--- src/rtl/alu_pkg.sv ---
// Shared definitions for the ALU sharing block:
// op encodings, default datapath width and the sequencer state type.
package alu_pkg;

    localparam int WIDTH = 32;

    localparam logic [2:0] OP_AND = 3'b000;
    localparam logic [2:0] OP_OR  = 3'b001;
    localparam logic [2:0] OP_ADD = 3'b010;
    localparam logic [2:0] OP_SUB = 3'b110;

    typedef enum logic [1:0] {
        IDLE = 2'd0,
        EXEC = 2'd1,
        RESP = 2'd2
    } state_t;

    function automatic logic op_legal(input logic [2:0] op);
        logic ok;
        case (op)
            OP_AND, OP_OR, OP_ADD, OP_SUB: ok = 1'b1;
            default:                       ok = 1'b0;
        endcase
        return ok;
    endfunction

endpackage

--- src/rtl/rr_arb2.sv ---
// Combinational two-way grant.
// Ports: valid[1:0] requests, prio (favoured id on a tie),
//        grant[1:0] one-hot grant, id (index of the grant).
module rr_arb2 (
    input  logic [1:0] valid,
    input  logic       prio,
    output logic [1:0] grant,
    output logic       id
);

    assign grant[0] = valid[0] & (~valid[1] | ~prio);
    assign grant[1] = valid[1] & (~valid[0] |  prio);
    assign id       = grant[1];

endmodule

--- src/rtl/alu_share_arb.sv ---
// Round-robin sharing of one external ALU between two requesters.
// Ports: clk/rst (sync, active high); req0_*/req1_* valid/ready
//        requests with a, b, op; alu_a/alu_b/alu_op to the ALU and
//        alu_z/alu_ex back; rsp_* tagged response channel.
// Option ALU_OPCHK_EN: illegal ops bypass the ALU and answer
//        with rsp_err=1 (extra port rsp_err).
module alu_share_arb #(
    parameter int WIDTH = alu_pkg::WIDTH,
    parameter int NREQ  = 2
) (
    input  logic             clk,
    input  logic             rst,
    input  logic             req0_valid,
    output logic             req0_ready,
    input  logic [WIDTH-1:0] req0_a,
    input  logic [WIDTH-1:0] req0_b,
    input  logic [2:0]       req0_op,
    input  logic             req1_valid,
    output logic             req1_ready,
    input  logic [WIDTH-1:0] req1_a,
    input  logic [WIDTH-1:0] req1_b,
    input  logic [2:0]       req1_op,
    output logic [WIDTH-1:0] alu_a,
    output logic [WIDTH-1:0] alu_b,
    output logic [2:0]       alu_op,
    input  logic [WIDTH-1:0] alu_z,
    input  logic             alu_ex,
    output logic             rsp_valid,
    input  logic             rsp_ready,
    output logic             rsp_id,
    output logic [WIDTH-1:0] rsp_z,
`ifdef ALU_OPCHK_EN
    output logic             rsp_ex,
    output logic             rsp_err
`else
    output logic             rsp_ex
`endif
);

    import alu_pkg::*;

    state_t           state_q, state_d;
    logic             prio_q;
    logic [WIDTH-1:0] a_q, b_q;
    logic [2:0]       op_q;
    logic             id_q;

    logic [NREQ-1:0]  vld, gnt;
    logic             gid;
    logic             take, skip;
    logic [WIDTH-1:0] sel_a, sel_b;
    logic [2:0]       sel_op;

    assign vld = {req1_valid, req0_valid};

    rr_arb2 u_arb (
        .valid (vld),
        .prio  (prio_q),
        .grant (gnt),
        .id    (gid)
    );

    always_comb begin
        sel_a  = gid ? req1_a  : req0_a;
        sel_b  = gid ? req1_b  : req0_b;
        sel_op = gid ? req1_op : req0_op;
    end

    always_comb begin
        state_d    = state_q;
        req0_ready = 1'b0;
        req1_ready = 1'b0;
        take       = 1'b0;
        skip       = 1'b0;
        unique case (state_q)
            IDLE: begin
                req0_ready = gnt[0] & ~rst;
                req1_ready = gnt[1] & ~rst;
                take       = |gnt;
                if (take) state_d = EXEC;
`ifdef ALU_OPCHK_EN
                if (take && !op_legal(sel_op)) begin
                    skip    = 1'b1;
                    state_d = RESP;
                end
`endif
            end
            EXEC: state_d = RESP;
            RESP: if (rsp_ready) state_d = IDLE;
            default: state_d = IDLE;
        endcase
    end

    always_ff @(posedge clk) begin
        if (rst) begin
            state_q   <= IDLE;
            prio_q    <= 1'b0;
            a_q       <= '0;
            b_q       <= '0;
            op_q      <= 3'b000;
            id_q      <= 1'b0;
            rsp_valid <= 1'b0;
            rsp_id    <= 1'b0;
            rsp_z     <= '0;
            rsp_ex    <= 1'b0;
`ifdef ALU_OPCHK_EN
            rsp_err   <= 1'b0;
`endif
        end else begin
            state_q <= state_d;
            if (take) begin
                id_q <= gid;
                // Toggle only on a real contest.
                if (&vld) prio_q <= ~gid;
                // Rejected ops leave the ALU ports untouched.
                if (!skip) begin
                    a_q  <= sel_a;
                    b_q  <= sel_b;
                    op_q <= sel_op;
                end
            end
            if (state_q == EXEC) begin
                rsp_valid <= 1'b1;
                rsp_id    <= id_q;
                rsp_z     <= alu_z;
                rsp_ex    <= alu_ex;
`ifdef ALU_OPCHK_EN
                rsp_err   <= 1'b0;
`endif
            end
`ifdef ALU_OPCHK_EN
            if (skip) begin
                rsp_valid <= 1'b1;
                rsp_id    <= gid;
                rsp_z     <= '0;
                rsp_ex    <= 1'b0;
                rsp_err   <= 1'b1;
            end
`endif
            if (state_q == RESP && rsp_ready) rsp_valid <= 1'b0;
        end
    end

    assign alu_a  = a_q;
    assign alu_b  = b_q;
    assign alu_op = op_q;

endmodule
--- config.mk ---
export PLATFORM = sky130hd
export DESIGN_NAME = alu_share_arb
export DESIGN_NICKNAME = d
export VERILOG_FILES = /design/src/rtl/alu_pkg.sv /design/src/rtl/rr_arb2.sv /design/src/rtl/alu_share_arb.sv
export SDC_FILE = /design/constraint.sdc
export NUM_CORES = 1
export LEC_CHECK = 0
export BUFFER_PORTS_ARGS = -buffer_cell sky130_fd_sc_hd__buf_4
export CORE_MARGIN = 2
export CORE_UTILIZATION = 44
export DETAILED_ROUTE_END_ITERATION = 12
export PLACE_DENSITY = 0.86
export SYNTH_ARGS = -nofsm -noshare
export SYNTH_HDL_FRONTEND = slang
export SYNTH_SLANG_ARGS = --single-unit
--- constraint.sdc ---
create_clock -name clk -period 1.6 [get_ports clk]
set_clock_uncertainty 0.05 [all_clocks]
set_input_delay 0.16 -clock clk [delete_from_list [all_inputs] [get_ports clk]]
set_output_delay 0.16 -clock clk [all_outputs]
set_load 0.01 [all_outputs]
# Word-level counts from Yosys, hierarchy flattened
# Index checks and enable logic that the tools add are counted.
# Widths: inputs -> output; s select.
# totals
inputBits,172
register_bits,106
out_inout_bits,104
wordCells,40
# op_classes
reduce_logical,6
n_eq_ne,4
bitwise,11
mux,9
# ops
op,count
$mux 32,2
$pmux 2 s3,1
$not 1->1,5
$and 1x1->1,4
$mux 2,2
$ne 2x2->1 const B,2
$reduce_or 2->1,2
$mux 1,3
$mux 3,1
$reduce_and 3->1,1
$eq 2x1->1 const B,1
$eq 2x2->1 const B,1
$logic_not 2->1,1
$or 1x1->1,2
$reduce_and 2->1,1
$logic_and 1x1->1,1

# Longest topological paths before layout
# logic_depth
word_depth,6
mapped_depth,7

# Hierarchy
# Synthesis repeated with hierarchy kept, for this count alone.
# hier_totals
cells_unflattened,488
area_unflattened_um2,4478.0
# by_module_without_submodules
mod,instances,cells_each,area_per_inst_um2
alu_share_arb,1,484,4451.8
rr_arb2,1,4,26.3

# Worst setup path after synthesis
# Ideal clock, no wire load.
# synth_path
path_type,register to output
start,register state_q[0]
end,output req0_ready
n_path_buf,0
arrival_time_ns,1.206
path_slack_ns,0.184
stages_incl_launch_ff,3
path_cell_list,dfxtp_1 -> or2_4 -> a2111oi_0
# synth_via
elab_chain_cells,2
# synth_lines
element,line,rtl
from (decl),alu_share_arb.sv:42,"state_t state_q, state_d;"
from (signal assigned),alu_share_arb.sv:110,state_q <= state_d;
$logic_not 2->1,alu_share_arb.sv:75,unique case (state_q)
$mux 1,alu_share_arb.sv:75,
to (decl),alu_share_arb.sv:14,"output logic req0_ready,"
# Every way passes these cells.

# Final worst setup path
# layout_path
start,register prio_q
end,output req1_ready
# layout_via
elab_chain_cells,4
# layout_lines
element,line,rtl
from (decl),alu_share_arb.sv:43,logic prio_q;
from (signal assigned),alu_share_arb.sv:114,if (&vld) prio_q <= ~gid;
$or 1x1->1,rr_arb2.sv:12,assign grant[1] = valid[1] & (~valid[0] | prio);
$and 1x1->1,rr_arb2.sv:12,
$and 1x1->1,alu_share_arb.sv:78,req1_ready = gnt[1] & ~rst;
$mux 1,alu_share_arb.sv:75,
to (decl),alu_share_arb.sv:19,"output logic req1_ready,"
# Every way passes these cells.

==> results.json <==
{
  "final_cell_mix": "290 x buf_4, 104 x a21oi_1, 104 x dfxtp_1, 69 x nand2_1, 68 x nand3_1",
  "pre_cts_ws_ns": 0.0404,
  "clk_path_buf_depth": 2,
  "drtPass1Iterations": 7,
  "die_h_um": 107,
  "drive_above_1_share": 0.385,
  "syn_inst": 574,
  "clock_sinks": 106,
  "gp_congestion": 0.844,
  "num_vias": 5751,
  "yosysWarnings": 0,
  "cpMaxStageDelayCell": "dfxtp_2",
  "path_class": "reg2out",
  "crit_path_max_fanout": 3,
  "ctsHtreeMaxLevel": 3,
  "netlist_area_sq_um": 4670,
  "crit_arrival_ns": 1.34,
  "power.density_nw_per_um2": 958,
  "period_share": 0.970,
  "cts_buffers": 9,
  "portBuffers": 275,
  "dr_wl_met3_mm": 1.53,
  "final_common_cell": "buf_4",
  "timing.slew.headroom": 0.717,
  "holdWs_ns": 0.0172,
  "setup_viol": 0,
  "crit_start": "prio_q",
  "cts_tree": "done",
  "crit_end": "req1_ready",
  "ff2ff_setup_slack_ns": 0.10,
  "clk_pin_slew_ns": 0.10,
  "startpoint_type": "register",
  "crit_buf_inv": 1,
  "r2r-start": "state_q[1]",
  "grt_max_degree": 49,
  "postRouteAntennaNets": 0,
  "clk_latency_ns": 0.36,
  "grt_pass1_vias": 5276,
  "n_antenna_cell": 0,
  "slowest_delay_ns": 0.35,
  "setup_ws_ns": 0.0474,
  "wl_mm": 17.5,
  "hold_violations": 0,
  "yosys.area.top_type": "dfxtp_1",
  "drt-initial-drc-count": 479,
  "hpwl_mm": 11.5,
  "drv_cap": 0,
  "antenna_found_initial": 0,
  "end_kind": "primary output",
  "fin_crit_ns": 1.55,
  "yosysUniqueCellTypes": 26,
  "status": "complete, no violations",
  "drt-met1-wl_mm": 6.51,
  "placementRows": 37,
  "worstRegToRegCells": 5,
  "worstPathCellList": "and2b_4, nor4_4, buf_4",
  "r2r-end": "alu_b[11]",
  "die_w_um": 107,
  "ir_drop_uv": 648,
  "rsz0062_at_grt": "yes",
  "routedWlPerCell_um": 17.7,
  "hold_depth": 2,
  "io_pins": 276,
  "fmax_ghz": 0.644,
  "wl_met2_mm": 8.86,
  "synth_fp_nets": 746,
  "yosys.area.top_type_share": 0.455,
  "synthTopCellsByArea": "dfxtp_1 45%, a311oi_1 13%, a21oi_1 11%",
  "syn2layout_area_growth_pct": 60.3,
  "finish.utilization": 0.725,
  "seq_area_frac_synth": 0.455,
  "cp.required_ns": 1.39,
  "initial_core_util": 0.452,
  "overflow": 0,
  "cp.depth": 3,
  "grt_util_all_layers": 0.289,
  "slew_viol_final": 0,
  "synth_area_per_cell_sq_um": 8.13,
  "core_sq_um": 10300,
  "top_layer": "met4",
  "synth_seq_cells": 106,
  "layout.nets": 1018,
  "power.static_leakage_uw": 0.00317,
  "drc_errors": 0,
  "viasPerCell": 5.83,
  "worst-slew-pin-transition_ns": 0.425,
  "cts_root_buf": "clkbuf_8",
  "crit_family": "simple AND/OR/NAND/NOR gates",
  "grt_first_pass_wirelength_mm": 26.4,
  "hp-class": "in2reg",
  "dieArea_sq_um": 11400
}
## state kept, by name, summed over array words and instances (netlist names)
name and flops:
rsp_id 1, state_q 2, rsp_valid 1, prio_q 1, alu_op 3, alu_a 32
rsp_ex 1, alu_b 32, id_q 1, rsp_z 32
## kinds of logic (layout without fill, tap and decap cells)
| logic type | after synthesis | count (layout) | share of synthesized area |
|---|---|---|---|
| compound gates | 240 | 240 | 0.312 |
| flops | 106 | 106 | 0.455 |
| buf+inv | 74 | 351 | 0.0809 |
| simple gates | 153 | 153 | 0.151 |
| xor+xnor | 1 | 1 | 0.00188 |
## final cells by class
type	count	area (sq um)
multi-input cells	394	2220
clock buffers	10	128
flip-flops and latches	106	2120
repair buffers	333	2720
fillers	732	2840
well taps	136	170
clock inverters	6	115
inverters	2	7.51
## what timing repair did
item                       in CTS  in global routing
pin swaps                       1                  1
resized for setup               7                  1
setup endpoints to repair       2                 35
gates cloned                    0                  0
setup buffers                   1                  3
hold endpoints to repair       32                  0
hold buffers                   32                  0
## cells in the mapped netlist
library cell and n:
a2111oi_0 1, a21oi_1 104, a311oi_1 67, and2b_2 1
buf_2 28, buf_4 11, buf_6 3, clkbuf_1 29
clkbuf_2 1, dfxtp_1 106, inv_1 2, nand2_1 69
nand2b_1 2, nand3_1 68, nor2_1 2, nor2_2 2
nor2b_1 2, nor3_1 2, nor4_1 1, nor4bb_1 1
o21ai_0 65, o21ai_1 3, or2_1 1, or2_4 1
or3b_2 1, xnor2_1 1
## through the flow
stage,setup TNS (ns),instance area [sq um],power (uW),instances
floorplan,0,4670,4070,574
CTS,0,7460,7140,984
detailed placement,0,6850,5120,935
global route,-0.0292,7480,7470,987
global placement,0,6850,5050,935
finish,0,7480,7170,987
## worst min-delay path by stage
stage          startpoint   endpoint  slack, ns
2_1_floorplan      alu_ex     rsp_ex       0.25
3_3_place_gp    alu_z[20]  rsp_z[20]       0.36
3_5_place_dp    alu_z[27]  rsp_z[27]       0.37
4_1_cts         alu_z[13]  rsp_z[13]      0.007
5_1_grt         alu_z[13]  rsp_z[13]      0.008
6_report              rst   alu_b[0]       0.02
## routing by layer
metal / up-vias / global-route usage
li1: 2663 / -
met1: 2689 / 0.338
met2: 345 / 0.504
met3: 54 / 0.0584
met4: 0 / 0.138
met5: - / 0
## report_power, final
part           switching, uW  leakage (uW)  internal [uW]
Clock                    937      0.000117           1050
Combinational           1030       0.00218           1070
Sequential               173      0.000876           2920
Total                   2140       0.00317           5030
No activity file was read; power rests on OpenSTA's default activity.
